===== src/rtl/mitchell_mul_pipe.sv =====
// Three-stage pipelined signed Mitchell log multiplier with valid/ready flow control and tag passthrough.
// Optional log-domain debug outputs (out_ka, out_kb, out_ksum, out_mant) when MITCHELL_DBG_EN is defined.
module mitchell_mul_pipe #(
    parameter int WIDTH = 9,
    parameter int TAG_W = 4
) (
    input  logic                      clk,
    input  logic                      rst,
    input  logic                      in_valid,
    output logic                      in_ready,
    input  logic signed [WIDTH-1:0]   in_x,
    input  logic signed [WIDTH-1:0]   in_y,
    input  logic [TAG_W-1:0]          in_tag,
    output logic                      out_valid,
    input  logic                      out_ready,
    output logic signed [2*WIDTH-1:0] out_p,
    output logic [TAG_W-1:0]          out_tag
`ifdef MITCHELL_DBG_EN
    ,
    output logic [$clog2(WIDTH)-1:0]   out_ka,
    output logic [$clog2(WIDTH)-1:0]   out_kb,
    output logic [$clog2(2*WIDTH)-1:0] out_ksum,
    output logic [WIDTH-1:0]           out_mant
`endif
);

    localparam int KW  = $clog2(WIDTH);
    localparam int KSW = $clog2(2*WIDTH);
    localparam int FW  = WIDTH - 1;
    localparam int OW  = 2 * WIDTH;
    localparam int PW  = 3 * WIDTH;

    // Handshake: a transfer happens on a rising edge where valid && ready. The
    // whole pipe freezes only when the output holds a result nobody takes, so
    // in_ready is simply the inverse of that stall condition.
    logic stall;
    assign stall    = out_valid && !out_ready;
    assign in_ready = !stall;

    function automatic logic [KW-1:0] lod(input logic [WIDTH-1:0] m);
        logic [KW-1:0] k;
        k = '0;
        for (int i = 0; i < WIDTH; i++) begin
            if (m[i]) k = KW'(i);
        end
        return k;
    endfunction

    function automatic logic [FW-1:0] frac(input logic [WIDTH-1:0] m, input logic [KW-1:0] k);
        // Normalise so the leading one sits at the MSB, then drop it.
        return FW'(m << (KW'(FW) - k));
    endfunction

    // Stage 1 combinational: sign, magnitudes, leading-one positions, fractions
    logic [WIDTH-1:0] ma, mb;
    logic [KW-1:0]    ka, kb;
    logic [FW-1:0]    fa, fb;
    logic             sign_c, zero_c;

    always_comb begin
        ma     = in_x[WIDTH-1] ? WIDTH'(-in_x) : WIDTH'(in_x);
        mb     = in_y[WIDTH-1] ? WIDTH'(-in_y) : WIDTH'(in_y);
        ka     = lod(ma);
        kb     = lod(mb);
        fa     = frac(ma, ka);
        fb     = frac(mb, kb);
        sign_c = in_x[WIDTH-1] ^ in_y[WIDTH-1];
        zero_c = (ma == '0) || (mb == '0);
    end

    logic             s1_valid, s1_sign, s1_zero;
    logic [KW-1:0]    s1_ka, s1_kb;
    logic [FW-1:0]    s1_fa, s1_fb;
    logic [TAG_W-1:0] s1_tag;

    // Stage 2 combinational: add in the log domain
    logic             carry;
    logic [FW-1:0]    fsum;
    logic [KSW-1:0]   ksum_c;
    logic [WIDTH-1:0] mant_c;

    always_comb begin
        {carry, fsum} = {1'b0, s1_fa} + {1'b0, s1_fb};
        ksum_c        = KSW'(s1_ka) + KSW'(s1_kb) + KSW'(carry);
        // A carry means the fraction sum crossed 1.0: bump the exponent and
        // keep the overflowed bits as the new fraction under the implicit one.
        mant_c        = {1'b1, fsum};
    end

    logic             s2_valid, s2_sign, s2_zero;
    logic [KSW-1:0]   s2_ksum;
    logic [WIDTH-1:0] s2_mant;
    logic [TAG_W-1:0] s2_tag;

    // Stage 3 combinational: antilog by shifting, then apply sign
    logic [OW-1:0]        mag;
    logic signed [OW-1:0] prod;

    always_comb begin
        mag  = OW'((PW'(s2_mant) << s2_ksum) >> FW);
        prod = s2_zero ? '0 : (s2_sign ? -mag : mag);
    end

    always_ff @(posedge clk or posedge rst) begin
        if (rst) begin
            s1_valid  <= 1'b0;
            s1_sign   <= 1'b0;
            s1_zero   <= 1'b0;
            s1_ka     <= '0;
            s1_kb     <= '0;
            s1_fa     <= '0;
            s1_fb     <= '0;
            s1_tag    <= '0;
            s2_valid  <= 1'b0;
            s2_sign   <= 1'b0;
            s2_zero   <= 1'b0;
            s2_ksum   <= '0;
            s2_mant   <= '0;
            s2_tag    <= '0;
            out_valid <= 1'b0;
            out_p     <= '0;
            out_tag   <= '0;
        end else if (!stall) begin
            s1_valid  <= in_valid;
            s1_sign   <= sign_c;
            s1_zero   <= zero_c;
            s1_ka     <= ka;
            s1_kb     <= kb;
            s1_fa     <= fa;
            s1_fb     <= fb;
            s1_tag    <= in_tag;
            s2_valid  <= s1_valid;
            s2_sign   <= s1_sign;
            s2_zero   <= s1_zero;
            s2_ksum   <= ksum_c;
            s2_mant   <= mant_c;
            s2_tag    <= s1_tag;
            out_valid <= s2_valid;
            out_p     <= prod;
            out_tag   <= s2_tag;
        end
    end

`ifdef MITCHELL_DBG_EN
    logic [KW-1:0] s2_ka, s2_kb;

    always_ff @(posedge clk or posedge rst) begin
        if (rst) begin
            s2_ka    <= '0;
            s2_kb    <= '0;
            out_ka   <= '0;
            out_kb   <= '0;
            out_ksum <= '0;
            out_mant <= '0;
        end else if (!stall) begin
            s2_ka    <= s1_ka;
            s2_kb    <= s1_kb;
            out_ka   <= s2_ka;
            out_kb   <= s2_kb;
            out_ksum <= s2_ksum;
            out_mant <= s2_mant;
        end
    end
`endif

endmodule


===== config.mk =====
export PLATFORM = sky130hd
export DESIGN_NAME = mitchell_mul_pipe
export DESIGN_NICKNAME = d
export VERILOG_FILES = /design/src/rtl/mitchell_mul_pipe.sv
export SDC_FILE = /design/constraint.sdc
export NUM_CORES = 1
export LEC_CHECK = 0
export CAP_MARGIN = 0
export CORE_MARGIN = 8
export CORE_UTILIZATION = 50
export CTS_CLUSTER_DIAMETER = 50
export DETAILED_ROUTE_END_ITERATION = 6
export GPL_TIMING_DRIVEN = 0
export PLACE_DENSITY = 0.73
export RECOVER_POWER = 50
export SYNTH_ARGS = -nofsm -noshare
export SYNTH_HDL_FRONTEND = slang
export SYNTH_SLANG_ARGS = --single-unit

===== constraint.sdc =====
create_clock -name clk -period 4 [get_ports clk]
set_input_delay 0.8 -clock clk [delete_from_list [all_inputs] [get_ports clk]]
set_output_delay 0.8 -clock clk [all_outputs]
set_load 0.1 [all_outputs]

==> out/results.ini <==
[run_status]
run_status = finished with violations
failing_checks = capacitance limit, slew limit

[clock_tree]
cts.reportedPaths.clkPinSlew_ns = 0.06
tritoncts = done
cts_hold_repair.buffers = 0
ctsLongestPathBuffers = 2
cts_made_buffers = 9
clk-insertion-delay-late_ns = 0.34
clock-root-buffer = clkbuf_16
clock_sink_count = 75
clock_tree.htree_level_count = 3

[setup_path]
path_max_fanout = 8
reg2regPathDepth = 10
cp_data_arrival_time_ns = 4.22
cp_data_required_time_ns = 4.27
critical_path.reg2reg.endpoint = out_p[16]
setup.worst_path.class = in2reg
end_kind = flip-flop
register_to_register_setup_slack_ns = 0.54
worst_setup_path_start_kind = input pin
crit-reg2reg-launch = s2_ksum[0]

[hold_path]
hp-start = s2_valid
hold_path_class = reg2reg
hold_path_depth = 2
worst_case_hold_path_end_point = s2_valid

[drt]
drc = 0
drt_wl_total_um = 16000
drtAntennaViolNets = 0
routed_via_density = 6.01
vias = 5316
wl_per_cell_um = 18.1
drtPass1Iterations = 5
drt_iter0_drc = 381

[cells_and_area]
final_cell_count_no_fill = 884
mostFrequentLayoutCell = nand2_1
num_antenna_cells = 0
fin_nets = 783
layout-area-overhead-vs-synth_pct = 19.0
finalInstanceArea_um2 = 6730
fraction_of_final_layout_cells_sized_beyond_drive_strength_1 = 0.116
mostFrequentLayoutCells = nand2_1 (137), dfrtp_1 (75), o21ai_0 (54)

[global_route]
overflow = 0
global_route_wire_length_before_repair_um = 25900
grt_pass1_vias = 5240
grt_use_total = 0.216
antenna_found_initial = 0
grt_start_max_net_pins = 66

[sta]
finClkSkew_ns = 0.00684
final_cycle_utilization_of_the_critical_path = 0.987
report.final.setup_viol = 0
final_hold_vios = 0
rsz0062_at_grt = true
maximum_operating_frequency_mhz = 253
worstMarginPinSlew_ns = 1.57
fin_max_slew_vios = 66
fin_crit_ns = 3.95
max_slew_margin = -0.0482

[yosys]
synth_flop_cell = dfrtp_1
netlist_area_um2 = 5660
synth_nets = 720
synthCells = 673
async_reset_ff_frac = 1.00
synth.ff_latch_count = 75
yosys_warnings = 0
yosysUniqueCellTypes = 75
synth_enable_flop_cells = 0
synth_area_per_cell_um2 = 8.41
synth_sequential_area_ratio = 0.332

[placed_design]
detailedPlacementHpwl_um = 12100
post-place-cells = 864
globalplace.congestion = 0.916
placed_area_um2 = 6340
numPortBuffers = 47

[die]
num_io_pins = 50
placement_rows = 39
design.core.area_um2 = 11200
die-area_um2 = 15000
dieHeight_um = 122
chipWidth_um = 122
initial_core_util = 0.504

[pwr]
switchingPower_mw = 2.93
peakVddDrop_mv = 0.633
power.share.switching = 0.516
power.share.sequential = 0.226
comb_power_share = 0.633
p_per_area_nw_per_um2 = 842
power.leakage_nw = 2.87
intPower_mw = 2.75
share_clk_of_total_power = 0.141

[job]
maxCapViolations = 1

critical path, stage by stage:
cell and delay, ns:
clkdlybuf4s50_1 0.53, or3_1 0.50, o311a_1 0.41, a2111oi_2 0.38, a221oi_2 0.12, buf_4 0.18, ha_2 0.33, inv_4 0.11
mux4_2 0.52, mux2i_1 0.18, a22o_1 0.15
per-layer routing:
layer	up-vias	global-route usage	routed length, µm	part of all wire
met4	0	0.107	501	0.031
met5	-	0	0	0
li1	2565	-	-	-
met1	2550	0.264	6770	0.42
met2	169	0.367	8000	0.50
met3	32	0.0313	699	0.044
stage by stage:
stage	utilization	power [mW]	setup TNS (ns)	hold WS [ns]	worst slack (ns)
after global routing	0.600	6.02	-0.104	0.477	-0.104
final	0.600	5.67	0	0.455	0.0536
after detailed placement	0.565	4.80	-13.52	0.449	-1.09
after floorplan	-	3.93	0	0.430	0.0939
after CTS	0.595	5.63	-0.166	0.463	-0.166
after global placement	0.562	4.75	-12.58	0.440	-1.07
cell usage after synthesis (10+ instances only):
master | count | area [µm²]
clkbuf_1 | 28 | 105
xor2_1 | 17 | 149
nand2b_1 | 15 | 93.8
nor2b_1 | 10 | 62.6
a21oi_1 | 25 | 125
mux2_2 | 11 | 124
nand3_1 | 22 | 110
mux2i_1 | 12 | 120
xnor2_1 | 19 | 166
ha_1 | 18 | 225
o21ai_0 | 56 | 280
dfrtp_1 | 75 | 1880
o31ai_1 | 15 | 113
nor2_1 | 29 | 109
inv_1 | 24 | 90.1
nand2_1 | 137 | 514
power by group through the flow:
stage,Combinational (mW),Clock (mW),Sequential [mW]
after floorplan,2.00,0,1.92
after global placement,3.48,0,1.28
after detailed placement,3.50,0,1.29
after CTS,3.54,0.813,1.28
after global routing,3.84,0.853,1.32
final,3.59,0.800,1.28
worst max-delay path by stage:
stage,startpoint,to,slack (ns),cells after the start
after global placement,in_x[0],s1_fa[7],-1.07,15
after floorplan,in_y[0],s1_fb[7],0.09,12
after global routing,in_x[1],s1_fa[7],-0.10,13
final,in_x[3],s1_fa[7],0.05,11
after CTS,in_x[8],s1_fa[7],-0.17,13
after detailed placement,in_x[0],s1_fa[7],-1.09,15
repair_timing:
item                                    4_1_cts  5_1_grt
gates resized for setup                      20       24
endpoints found under the setup margin       17       17
setup buffers                                 2        5
pin swaps                                     3        4
endpoints found under the hold margin         0        0
kinds of logic after synthesis:
| kind of cell | share of synthesized area |
|---|---|
| flops | 0.332 |
| xor+xnor | 0.0557 |
| fa+ha+maj | 0.0504 |
| simple gates | 0.203 |
| mux | 0.0730 |
| buf+inv | 0.0429 |
| compound gates | 0.243 |
state kept, by name, summed over array words and instances (netlist names):
| signal | cells |
|---|---|
| out_p | 18 |
| out_tag | 4 |
| out_valid | 1 |
| s1_fa | 8 |
| s1_fb | 8 |
| s1_ka | 4 |
| s1_kb | 4 |
| s1_sign | 1 |
| s1_tag | 4 |
| s1_valid | 1 |
| s1_zero | 1 |
| s2_ksum | 5 |
| s2_mant | 9 |
| s2_sign | 1 |
| s2_tag | 4 |
| s2_valid | 1 |
| s2_zero | 1 |
final cells by class:
type | count | area (µm²)
fill | 1006 | 4490
multi-input combinational | 535 | 3620
clock buffer | 9 | 225
sequential | 75 | 1880
buffer | 33 | 139
tap | 143 | 179
timing repair buffer | 55 | 522
clock inverter | 7 | 68.8
inverter | 27 | 105
Power figures use the tool's default switching activity.
